File: config.mk
export PLATFORM = sky130hd
export DESIGN_NAME = spi_master_cfg
export DESIGN_NICKNAME = d
export VERILOG_FILES = /design/src/rtl/spi_master_cfg.sv
export SDC_FILE = /design/constraint.sdc
export NUM_CORES = 1
export LEC_CHECK = 0
export CORE_AREA = 4 4 88 90
export DETAILED_ROUTE_END_ITERATION = 10
export DIE_AREA = 0 0 92 94
export PLACE_DENSITY = 0.68
export SETUP_SLACK_MARGIN = 0.2
export SLEW_MARGIN = 40
export SYNTH_ARGS = -nofsm -noshare
export SYNTH_HDL_FRONTEND = slang
export SYNTH_SLANG_ARGS = --single-unit
File: constraint.sdc
create_clock -name clk_i -period 2.8 [get_ports clk_i]
set_clock_uncertainty 0.2 [all_clocks]
set_input_delay 0.56 -clock clk_i [delete_from_list [all_inputs] [get_ports clk_i]]
set_output_delay 0.56 -clock clk_i [all_outputs]
set_load 0.03 [all_outputs]
File: src/rtl/spi_master_cfg.sv
`default_nettype none
// ============================================================================
// Module      : spi_master_cfg
// Description : Single-frame SPI master with per-transfer mode (CPOL/CPHA),
//               chip-select index and SCK divider. A request is taken when
//               start_i && ready_o. The frame then runs through
//               SETUP -> XFER -> HOLD -> DONE and back to IDLE.
//               SCK is made by a counter in the clk_i domain and is never
//               used as a clock.
// Ports       : clk_i      - single clock
//               reset_i    - asynchronous active-high reset
//               start_i    - transfer request
//               ready_o    - high only in IDLE
//               tx_data_i  - frame to send, MSB first
//               cs_sel_i   - target slave index (out-of-range: no select)
//               cpol_i     - SPI clock polarity
//               cpha_i     - SPI clock phase
//               clk_div_i  - SCK half-period minus one, in clk_i cycles
//               miso_i     - serial data from the slave
//               mosi_o     - serial data to the slave (registered)
//               sck_o      - SPI clock (registered)
//               cs_n_o     - active-low chip selects (registered)
//               rx_data_o  - last received frame, held until the next DONE
//               done_o     - one-cycle completion pulse
// Revision    : 1.0 - initial release
// ============================================================================
module spi_master_cfg #(
  parameter int DATA_W = 8,
  parameter int NUM_CS = 4,
  parameter int DIV_W  = 8
) (
  input  logic                      clk_i,
  input  logic                      reset_i,
  input  logic                      start_i,
  output logic                      ready_o,
  input  logic [DATA_W-1:0]         tx_data_i,
  input  logic [$clog2(NUM_CS)-1:0] cs_sel_i,
  input  logic                      cpol_i,
  input  logic                      cpha_i,
  input  logic [DIV_W-1:0]          clk_div_i,
  input  logic                      miso_i,
  output logic                      mosi_o,
  output logic                      sck_o,
  output logic [NUM_CS-1:0]         cs_n_o,
  output logic [DATA_W-1:0]         rx_data_o,
  output logic                      done_o
);

  localparam int c_CS_W   = $clog2(NUM_CS);
  localparam int c_EDGE_W = $clog2(2*DATA_W+1);
  localparam logic [c_EDGE_W-1:0] c_LAST_EDGE = c_EDGE_W'(2*DATA_W);
  localparam logic [c_EDGE_W-1:0] c_FIRST_EDGE = c_EDGE_W'(1);

  typedef enum logic [2:0] {
    S_IDLE  = 3'd0,
    S_SETUP = 3'd1,
    S_XFER  = 3'd2,
    S_HOLD  = 3'd3,
    S_DONE  = 3'd4
  } state_t;

  state_t r_state;
  state_t w_state_nxt;

  logic [DIV_W-1:0]    r_div;
  logic [DIV_W-1:0]    r_cnt;
  logic [c_EDGE_W-1:0] r_edge;
  logic                r_cpha;
  logic                r_sck;
  logic [DATA_W-1:0]   r_tx_shift;
  logic [DATA_W-1:0]   r_rx_shift;
  logic [DATA_W-1:0]   r_rx_data;
  logic [NUM_CS-1:0]   r_cs_n;
  logic                r_done;

  logic                w_half_end;
  logic [c_EDGE_W-1:0] w_edge_num;
  logic                w_last_edge;
  logic                w_sample;
  logic                w_shift;
  logic [NUM_CS-1:0]   w_cs_dec;

  // An index at or above NUM_CS matches no bit, so every select stays high.
  for (genvar gi = 0; gi < NUM_CS; gi++) begin : g_cs_dec
    assign w_cs_dec[gi] = (cs_sel_i != c_CS_W'(gi));
  end

  assign w_half_end  = (r_cnt == r_div);
  assign w_edge_num  = r_edge + 1'b1;
  assign w_last_edge = (w_edge_num == c_LAST_EDGE);

  // Edge numbering starts at 1. CPHA=0 samples on odd edges and CPHA=1 on
  // even edges. The other edges shift, except the edge that would shift past
  // the frame (last edge for CPHA=0) or shift before the MSB was used
  // (edge 1 for CPHA=1).
  assign w_sample = w_edge_num[0] ^ r_cpha;
  assign w_shift  = !w_sample &&
                    !(!r_cpha && w_last_edge) &&
                    !(r_cpha && (w_edge_num == c_FIRST_EDGE));

  // State register
  always_ff @(posedge clk_i or posedge reset_i) begin
    if (reset_i) begin
      r_state <= S_IDLE;
    end else begin
      r_state <= w_state_nxt;
    end
  end

  // Next-state logic
  always_comb begin
    w_state_nxt = r_state;
    case (r_state)
      S_IDLE:  if (start_i) w_state_nxt = S_SETUP;
      S_SETUP: if (w_half_end) w_state_nxt = S_XFER;
      S_XFER:  if (w_half_end && w_last_edge) w_state_nxt = S_HOLD;
      S_HOLD:  if (w_half_end) w_state_nxt = S_DONE;
      S_DONE:  w_state_nxt = S_IDLE;
      default: w_state_nxt = S_IDLE;
    endcase
  end

  // Datapath: timing counters, shift registers and registered outputs
  always_ff @(posedge clk_i or posedge reset_i) begin
    if (reset_i) begin
      r_div      <= '0;
      r_cnt      <= '0;
      r_edge     <= '0;
      r_cpha     <= 1'b0;
      r_sck      <= 1'b0;
      r_tx_shift <= '0;
      r_rx_shift <= '0;
      r_rx_data  <= '0;
      r_cs_n     <= '1;
      r_done     <= 1'b0;
    end else begin
      case (r_state)
        S_IDLE: begin
          r_cnt  <= '0;
          r_edge <= '0;
          if (start_i) begin
            // Every per-transfer setting is captured here, so input
            // changes during the frame have no effect.
            r_tx_shift <= tx_data_i;
            r_rx_shift <= '0;
            r_cpha     <= cpha_i;
            r_div      <= clk_div_i;
            r_sck      <= cpol_i;
            r_cs_n     <= w_cs_dec;
          end
        end
        S_SETUP, S_XFER, S_HOLD: begin
          r_cnt <= w_half_end ? '0 : r_cnt + 1'b1;
          if ((r_state == S_XFER) && w_half_end) begin
            // After 2*DATA_W toggles SCK is back at CPOL for HOLD.
            r_sck  <= ~r_sck;
            r_edge <= w_edge_num;
            if (w_sample) r_rx_shift <= {r_rx_shift[DATA_W-2:0], miso_i};
            if (w_shift)  r_tx_shift <= {r_tx_shift[DATA_W-2:0], 1'b0};
          end
          if ((r_state == S_HOLD) && w_half_end) begin
            r_rx_data  <= r_rx_shift;
            r_done     <= 1'b1;
            r_cs_n     <= '1;
            r_tx_shift <= '0;   // MOSI idles low from DONE onward
          end
        end
        S_DONE: begin
          r_done <= 1'b0;
        end
        default: begin
          r_done <= 1'b0;
        end
      endcase
    end
  end

  // MOSI is the MSB of the transmit shift register. This register is
  // cleared outside a frame, so MOSI is 0 in IDLE and DONE.
  assign mosi_o    = r_tx_shift[DATA_W-1];
  assign sck_o     = r_sck;
  assign cs_n_o    = r_cs_n;
  assign rx_data_o = r_rx_data;
  assign done_o    = r_done;
  assign ready_o   = (r_state == S_IDLE);

endmodule
`default_nettype wire

; After elaboration in Yosys (flattened, before gate mapping)
; Cells that the tools add are included.
[totals]
reg_bits = 55
in_bits = 24
out_inout_bits = 16
elab_cells = 84
[op_classes]
n_addsub = 2
n_eq_ne = 18
n_mux = 26
bitwise_logic = 3
n_reduce_logical = 24
[ops]
columns = cell, count
row1 = 8-bit two-way mux, 8
row2 = 8-bit one-hot mux with 2 select lines, 3
row3 = "2-bit inequality test, second input constant", 9
row4 = 3-bit two-way mux, 4
row5 = 3-bit one-hot mux with 4 select lines, 1
row6 = 4-bit AND reduction, 3
row7 = 5-bit one-hot mux with 2 select lines, 1
row8 = "8-bit by 1-bit adder with 8-bit output, second input constant", 1
row9 = 8-bit equality test, 1
row10 = 4-bit two-way mux, 2
row11 = 4-bit one-hot mux with 2 select lines, 1
row12 = 2-bit AND reduction, 4
row13 = 1-bit logical AND, 7
row14 = "3-bit by 2-bit equality test with 1-bit output, second input constant", 2
row15 = "3-bit inequality test, second input constant", 2
row16 = 3-bit AND reduction, 2
row17 = "5-bit by 1-bit adder with 5-bit output, second input constant", 1
row18 = "5-bit by 1-bit equality test with 1-bit output, second input constant", 1
row19 = "5-bit equality test, second input constant", 1
row20 = 5-bit two-way mux, 1
row21 = 1-bit zero test, 4
row22 = 1-bit one-hot mux with 2 select lines, 2
row23 = 2-bit nonzero test, 2
row24 = "3-bit by 1-bit equality test with 1-bit output, second input constant", 1
row25 = 6 further kinds, 9

; Depth between registers and ports, before layout
[logic_depth]
ltp_word = 10
depth_mapped = 7

; Worst setup path after synthesis
; Ideal clock, no wire load.
[synth_timing]
path_kind = input to register
startpoint = input port start_i
endpoint = register r_div[0]
arrival_time_ns = 1.966
required_time_ns = 2.475
path_slack_ns = 0.510
stages = 5
n_path_buf = 1
path_cell_list = nor2b_1 nand2_1 nor2_1 buf_2 mux2_2
[synth_via]
elab_chain_len = 1
[synth_lines]
columns = item, line
row1 = start: declaration, 34  ; input logic start_i,
row2 = 2-bit AND reduction (no source line), n/a
row3 = end signal: assignment, 147  ; r_div <= clk_div_i;
row4 = end: declaration, 65  ; logic [DIV_W-1:0] r_div;
; No other way between the ends.
; A chain may end at the register's enable or synchronous reset.

; Final worst setup path
[layout_timing]
startpoint = register r_state[1]
endpoint = output port ready_o
[layout_via]
elab_chain_len = 1
[layout_lines]
columns = item, line
row1 = start: declaration, 62  ; state_t r_state;
row2 = start signal: assignment, 106  ; r_state <= w_state_nxt;
row3 = 3-bit zero test, 185  ; assign ready_o = (r_state == S_IDLE);
row4 = end: declaration, 35  ; output logic ready_o,
; No other way between the ends.

==> run metrics <==
FFs w/ async S/R, synth 1.00; Clock Latency Late Sink 0.31 ns; Startpoint Class flop; postcts setup bufs 0; Data required, critical path 2.04 ns; Tcrit/Tclk final 0.904; grt ovf 0; leading area contributor after synthesis dfrtp_1; Placer Congestion 0.826; IO Count 40; Distinct cells, synth 47; Tightest Hold Check Type flop to flop; pin count of the biggest net entering global routing 32; number of placed instances with taps included 395; ys flop type dfrtp_1; Setup TNS Final 0 ns; MaxCap Viol Count 0; area growth from synthesis to layout 25.3%; Post-Syn Area 2720 sq um; dominant cells by area after synthesis dfrtp_1 47%, mux2_2 10%, nand2_1 4.7%; clk sink count 55; Critical Path Max Stage Delay 0.73 ns; crit path cell chain nor3_2, clkdlybuf4s50_1; Root Buffer clkbuf_8; Die Ht around 94 um; crit-path leading delay family buffers and inverters; DP Worst Slack 0.220 ns; Pleak 1.44 nW; DR pass1 iterations 4; CTS tree yes; Period minus WS final 2.53 ns; initial drt markers 98; Layout Utilization 0.482; pwr dens 856 nW/um^2; Crit Path Category flop to output pin; Worst path slowest cell clkdlybuf4s50_1; DRC viols 0; # hold bufs at CTS 0; Crit Path Max Fanout 4; fin. max-slew vios 0; row count 31; fin cells 403; WL final 5.61 mm; Syn Nets between 200 and 300; via count a little over 2000; ratio of cells with drive above 1 in the final layout 0.194; achievable frequency 0.395 GHz; core area around 7100 sq um; Layout Nets 331; RSZ-0062 raised after global routing false; count of final setup violators 0; DIE WIDTH 92 um; detailed placer's ending HPWL 4.06 mm; Clock transition at path regs 0.09 ns; Warnings, synthesis 0; commonest cells after routing, fill and taps aside 51 x dfrtp_1, 39 x clkdlybuf4s50_1, 34 x nand2_1, 24 x mux2_2, 13 x buf_4; Hold Fails Final Rpt 0; outcome completed; synthesized instance count 254; Mean Syn Cell Area 10.7 sq um; #FFs+latches synth 55; worst path buffer plus inverter count 1; Worst Slack Setup Final 0.270 ns; Die ar. 8650 sq um; Placed Area 3290 sq um; Least-Margin Pin Slew roughly 0.65 ns; diode count 0; VDD IR max 0.481 mV; arrival time worst endpoint 1.77 ns; Initial Util 0.385; post-synth top area share 0.470; global-route wire length before repair a little under 10 mm; commonest non-fill, non-tap cell in the layout dfrtp_1; post-route cell area 3400 sq um; sequential-to-total area share from yosys stat 0.509; port buffer count 39; GRT Overall Usage 0.137; Crit. End Element output pin; initial antenna violation count 0; CTS buffer count 5; H-tree depth 2; wire per inst 13.9 um; vias per cell 5.14; vias in the first global route approximately 2100; ANT nets after route 0; Max-slew headroom 0.565; EDFF count, synth 0; CTS Buffer Depth 2
[through the flow]
stage | power [mW] | hold slack [ns]
6_report | 2.91 | 0.277
4_1_cts | 2.94 | 0.282
3_3_place_gp | 2.42 | 0.260
5_1_grt | 3.12 | 0.323
3_5_place_dp | 2.45 | 0.270
2_1_floorplan | 2.04 | 0.279
[power breakdown]
part	switching (mW)	leakage (nW)	internal [mW]
sequential	0.186	0.694	1.05
combinational	0.653	0.695	0.548
clock	0.254	0.0505	0.225
total	1.09	1.44	1.82
[cell type report]
class / instances / area [sq um]
multi-input combinational: 180 / 1270
timing repair buffer: 52 / 488
clock inverter: 1 / 7.51
tap: 99 / 124
sequential: 55 / 1380
clock buffer: 7 / 96.3
inverter: 9 / 33.8
fill: 691 / 3660
[cells in the mapped netlist, types with 2 or more instances]
library cell and n:
dfstp_2 4, inv_1 8, mux2_2 24, and4_1 2, xor2_1 5, o21ai_1 8, o21ai_0 6, nor2b_1 2
mux2i_1 2, nand3_1 8, o31ai_1 2, a32oi_1 8, xnor2_1 10, a41oi_1 4, nand2_1 34, and3b_1 2
a21oi_1 10, and2_1 3, dfrtp_1 51, a31oi_1 6, buf_2 6, nand4_1 2, ha_1 4, a22o_1 2
nor2_1 11, clkbuf_1 3, nor3_1 7
[cell families (layout without fill, tap and decap cells)]
family,count (synthesis),after routing,synth area share
AND/OR/NAND/NOR,81,81,0.152
adder cells (fa/ha/maj),4,4,0.0184
buffers and inverters,19,69,0.0304
AO/OA/AOI/OAI,54,54,0.135
XOR/XNOR,15,15,0.0484
flip-flops,55,55,0.509
multiplexers,26,26,0.107
[worst reg2reg max path: cells and delay by family, from the launching register on]
kind,cells,cell delay [ns]
adders and majority gates,1,0.29
DFF,1,0.49
muxes,1,0.38
AOI/OAI and AO/OA,3,0.70
and+or+nand+nor,1,0.32
[registers in the layout (all words and copies together) (netlist names)]
signal and flops:
cs_n_o 4, done_o 1, r_cnt 8, r_cpha 1
r_div 8, r_edge 5, r_rx_shift 8, r_state 3
r_tx_shift 8, rx_data_o 8, sck_o 1
[per-layer routing]
layer  vias to the layer above  wire [um]  share of wire  global-route usage
met5                         -          0              0                   0
li1                       1014          -              -                   -
met2                        45       2780           0.49               0.237
met4                         0         48         0.0086              0.0322
met1                      1006       2540           0.45               0.173
met3                         8        248          0.044              0.0337
[path summary, 6_finish.rpt]
| kind | startpoint | to | slack [ns] | depth (start not counted) |
|---|---|---|---|---|
| worst max-delay path | r_state[1] | ready_o | 0.27 | 2 |
| worst min-delay path | sck_o | sck_o | 0.28 | 1 |
| worst max register to register | r_edge[0] | r_tx_shift[2] | 0.32 | 6 |
| worst min register to register | sck_o | sck_o | 0.28 | 1 |
| max in group asynchronous | reset_i | r_div[5] | 1.31 | 3 |
| min in group asynchronous | reset_i | r_tx_shift[7] | 0.45 | 2 |
[repair_timing]
item / CTS / global route
endpoints found under the hold margin: 0 / 0
gates resized for setup: 1 / 1
cloned: 0 / 0
setup endpoints to repair: 1 / 7
No activity file was read; power rests on OpenSTA's default activity.
==> edit, RTL diff (same settings) <==
Change the parameter `DIV_W` from 8 to 10.
--- a/src/rtl/spi_master_cfg.sv
+++ b/src/rtl/spi_master_cfg.sv
@@ -27,7 +27,7 @@
 module spi_master_cfg #(
   parameter int DATA_W = 8,
   parameter int NUM_CS = 4,
-  parameter int DIV_W  = 8
+  parameter int DIV_W  = 10
 ) (
   input  logic                      clk_i,
   input  logic                      reset_i,
Interface: changed (resized clk_div_i); port bits go from 40 to 42. The function was not compared with the original's and may differ.
==> edit against the unedited design <==
Routed wire length up 2.4%; setup slack better by 0.086 ns; highest routed layer unchanged; die area unchanged; design area up 5.8%; first-iteration DRC count up 32%; sequential cell count up 4; synthesized area up 3.5%; sequential power up 5%; non-clock buffer count up 1; power down 2.6%; critical path depth up 6; clock power up 66%.
==> edit: results (changes against the unedited design) <==
[sta]
finalSetupViolCount=0  ; unchanged
maxSlewHeadroom=0.6633  ; was 0.5647

[setup_path]
r2r_start=r_edge[0]  ; unchanged
critical_path.max_fanout=9  ; was 4
cp_data_arrival_time_ns=2.46  ; was 1.77 ns
startpoint_type=flop  ; unchanged

[yosys]
syn_avg_cell_area_um2=10.89  ; was 10.69 µm²
synth_nets=288  ; was 282
yosys.cell_types.count=37  ; was 47
synth_area_leaders=dfrtp_1, mux2_2, dfstp_2  ; was dfrtp_1, mux2_2, nand2_1
synth_xor_area_frac=0.04987  ; was 0.04839
synth_fa_ha_area_frac=0.01781  ; was 0.01843
ys_async_sr_fraction=1.000  ; unchanged
yosysSeqAreaShare=0.5272  ; was 0.5088
synth-compound-area-share=0.1051  ; was 0.1350
muxShareOfSynthArea=0.1238  ; was 0.1069
synth-main-ff-cell=dfrtp_1  ; unchanged
synth_common_cells=dfrtp_1, mux2_2, nand2_1, nor2_1, o21ai_0  ; was dfrtp_1, nand2_1, mux2_2, nor2_1

[placed_design]
gp_congestion=0.7931  ; was 0.8259
dp_hpwl_um=4150  ; was 4062 µm
pre_cts_ws_ns=0.2394  ; was 0.2197 ns
dpl_cell_area_mm2=0.003395  ; was 0.003287 mm²
io_buffers=41  ; was 39
dp_cells=400  ; was 395

[power_and_ir_drop]
p_int_mw=1.905  ; was 1.821 mW
irDropWorstVdd_uv=333.3  ; was 480.8 µV
leakagePower_nw=1.504  ; was 1.440 nW

[cts]
cts_max_path_buffers=2  ; unchanged
cts_htree_levels=3  ; was 2
clk_latency_ns=0.33  ; was 0.31 ns
cts.clk_slew.worst_paths_ns=0.07  ; was 0.09 ns
root_buffer=clkbuf_8  ; unchanged
cts_buffers=9  ; was 5

[final_layout]
drive_gt1_frac=0.2114  ; was 0.1941
diodes=0  ; unchanged
fin_nets=342  ; was 331

[drt]
via_per_inst=5.079  ; was 5.144
first_pass_iters=4  ; unchanged
wl_per_cell_um=13.81  ; was 13.92 µm
wl_um=5746  ; was 5610 µm
drt-initial-drc-count=129  ; was 98

[global_routing]
grt_pass1_wl_um=10060  ; was 9660 µm
grt_max_degree=39  ; was 32
grtUsageTotal=0.1457  ; was 0.1370
grt_antenna_before_repair=0  ; unchanged
grt_pass1_vias=2185  ; was 2099

[min_path]
holdCritStartpoint=r_tx_shift[4]  ; was sck_o
hp-class=reg2reg  ; unchanged

[status]
status=finished, final reports clean  ; unchanged

edit: layout make-up:
cell class | count | area (µm²)
Sequential cell | 59 | 1481
Clock inverter | 7 | 82.58
Clock buffer | 9 | 123.9
Timing Repair Buffer | 53 | 511.7
Multi-Input combinational cell | 183 | 1254
Tap cell | 99 | 123.9
Fill cell | 672 | 3460
Inverter | 6 | 22.52
edit: kinds of logic (layout without fill, tap and decap cells):
family	count (synthesis)	in the layout
multiplexers	31	31
flip-flops	59	59
XOR/XNOR	16	16
adder cells (fa/ha/maj)	4	4
AND/OR/NAND/NOR	86	86
buffers and inverters	16	75
AO/OA/AOI/OAI	46	46
edit: worst max-delay path, cell delays in order, from the launching register on:
cell     delay (ns)
dfrtp_1        0.48
ha_1           0.29
and2_1         0.17
a21oi_1        0.20
o31ai_1        0.14
a21oi_1        0.15
o311a_1        0.18
buf_4          0.17
mux2_2         0.35
edit: repair_timing:
item,in CTS,in global routing
hold endpoints to repair,0,0
gates resized for setup,1,0
endpoints found under the setup margin,1,0
buffers inserted,0,0
edit: power by group through the flow:
| stage | clock network, mW | logic (mW) | registers (mW) |
|---|---|---|---|
| after floorplan | 0 | 0.512 | 1.29 |
| after global placement | 0 | 0.733 | 1.30 |
| after detailed placement | 0 | 0.763 | 1.30 |
| after CTS | 0.819 | 0.764 | 1.29 |
| after global routing | 0.864 | 0.841 | 1.32 |
| final | 0.796 | 0.754 | 1.29 |
edit: per-layer routing:
metal	wire, µm	up-vias	track usage
li1	-	1033	-
met1	2608	1027	0.1822
met2	2769	44	0.2391
met3	251	9	0.03926
met4	117	0	0.06064
met5	0	-	0
edit: stage by stage:
stage          hold slack, ns  total power, mW
5_1_grt                0.3231            3.026
4_1_cts                0.3135            2.871
3_3_place_gp           0.2861            2.029
2_1_floorplan          0.2606            1.806
6_report               0.3109            2.839
3_5_place_dp           0.2965            2.065
edit: worst paths after layout:
check,slack (ns),end,cells past startpoint
setup / recovery,0.36,r_tx_shift[7],8
hold / removal,0.31,r_tx_shift[4],1
setup reg to reg,0.36,r_tx_shift[7],8
hold reg to reg,0.31,r_tx_shift[4],1
max in group asynchronous,1.44,r_cnt[4],3
min in group asynchronous,0.38,rx_data_o[5],2
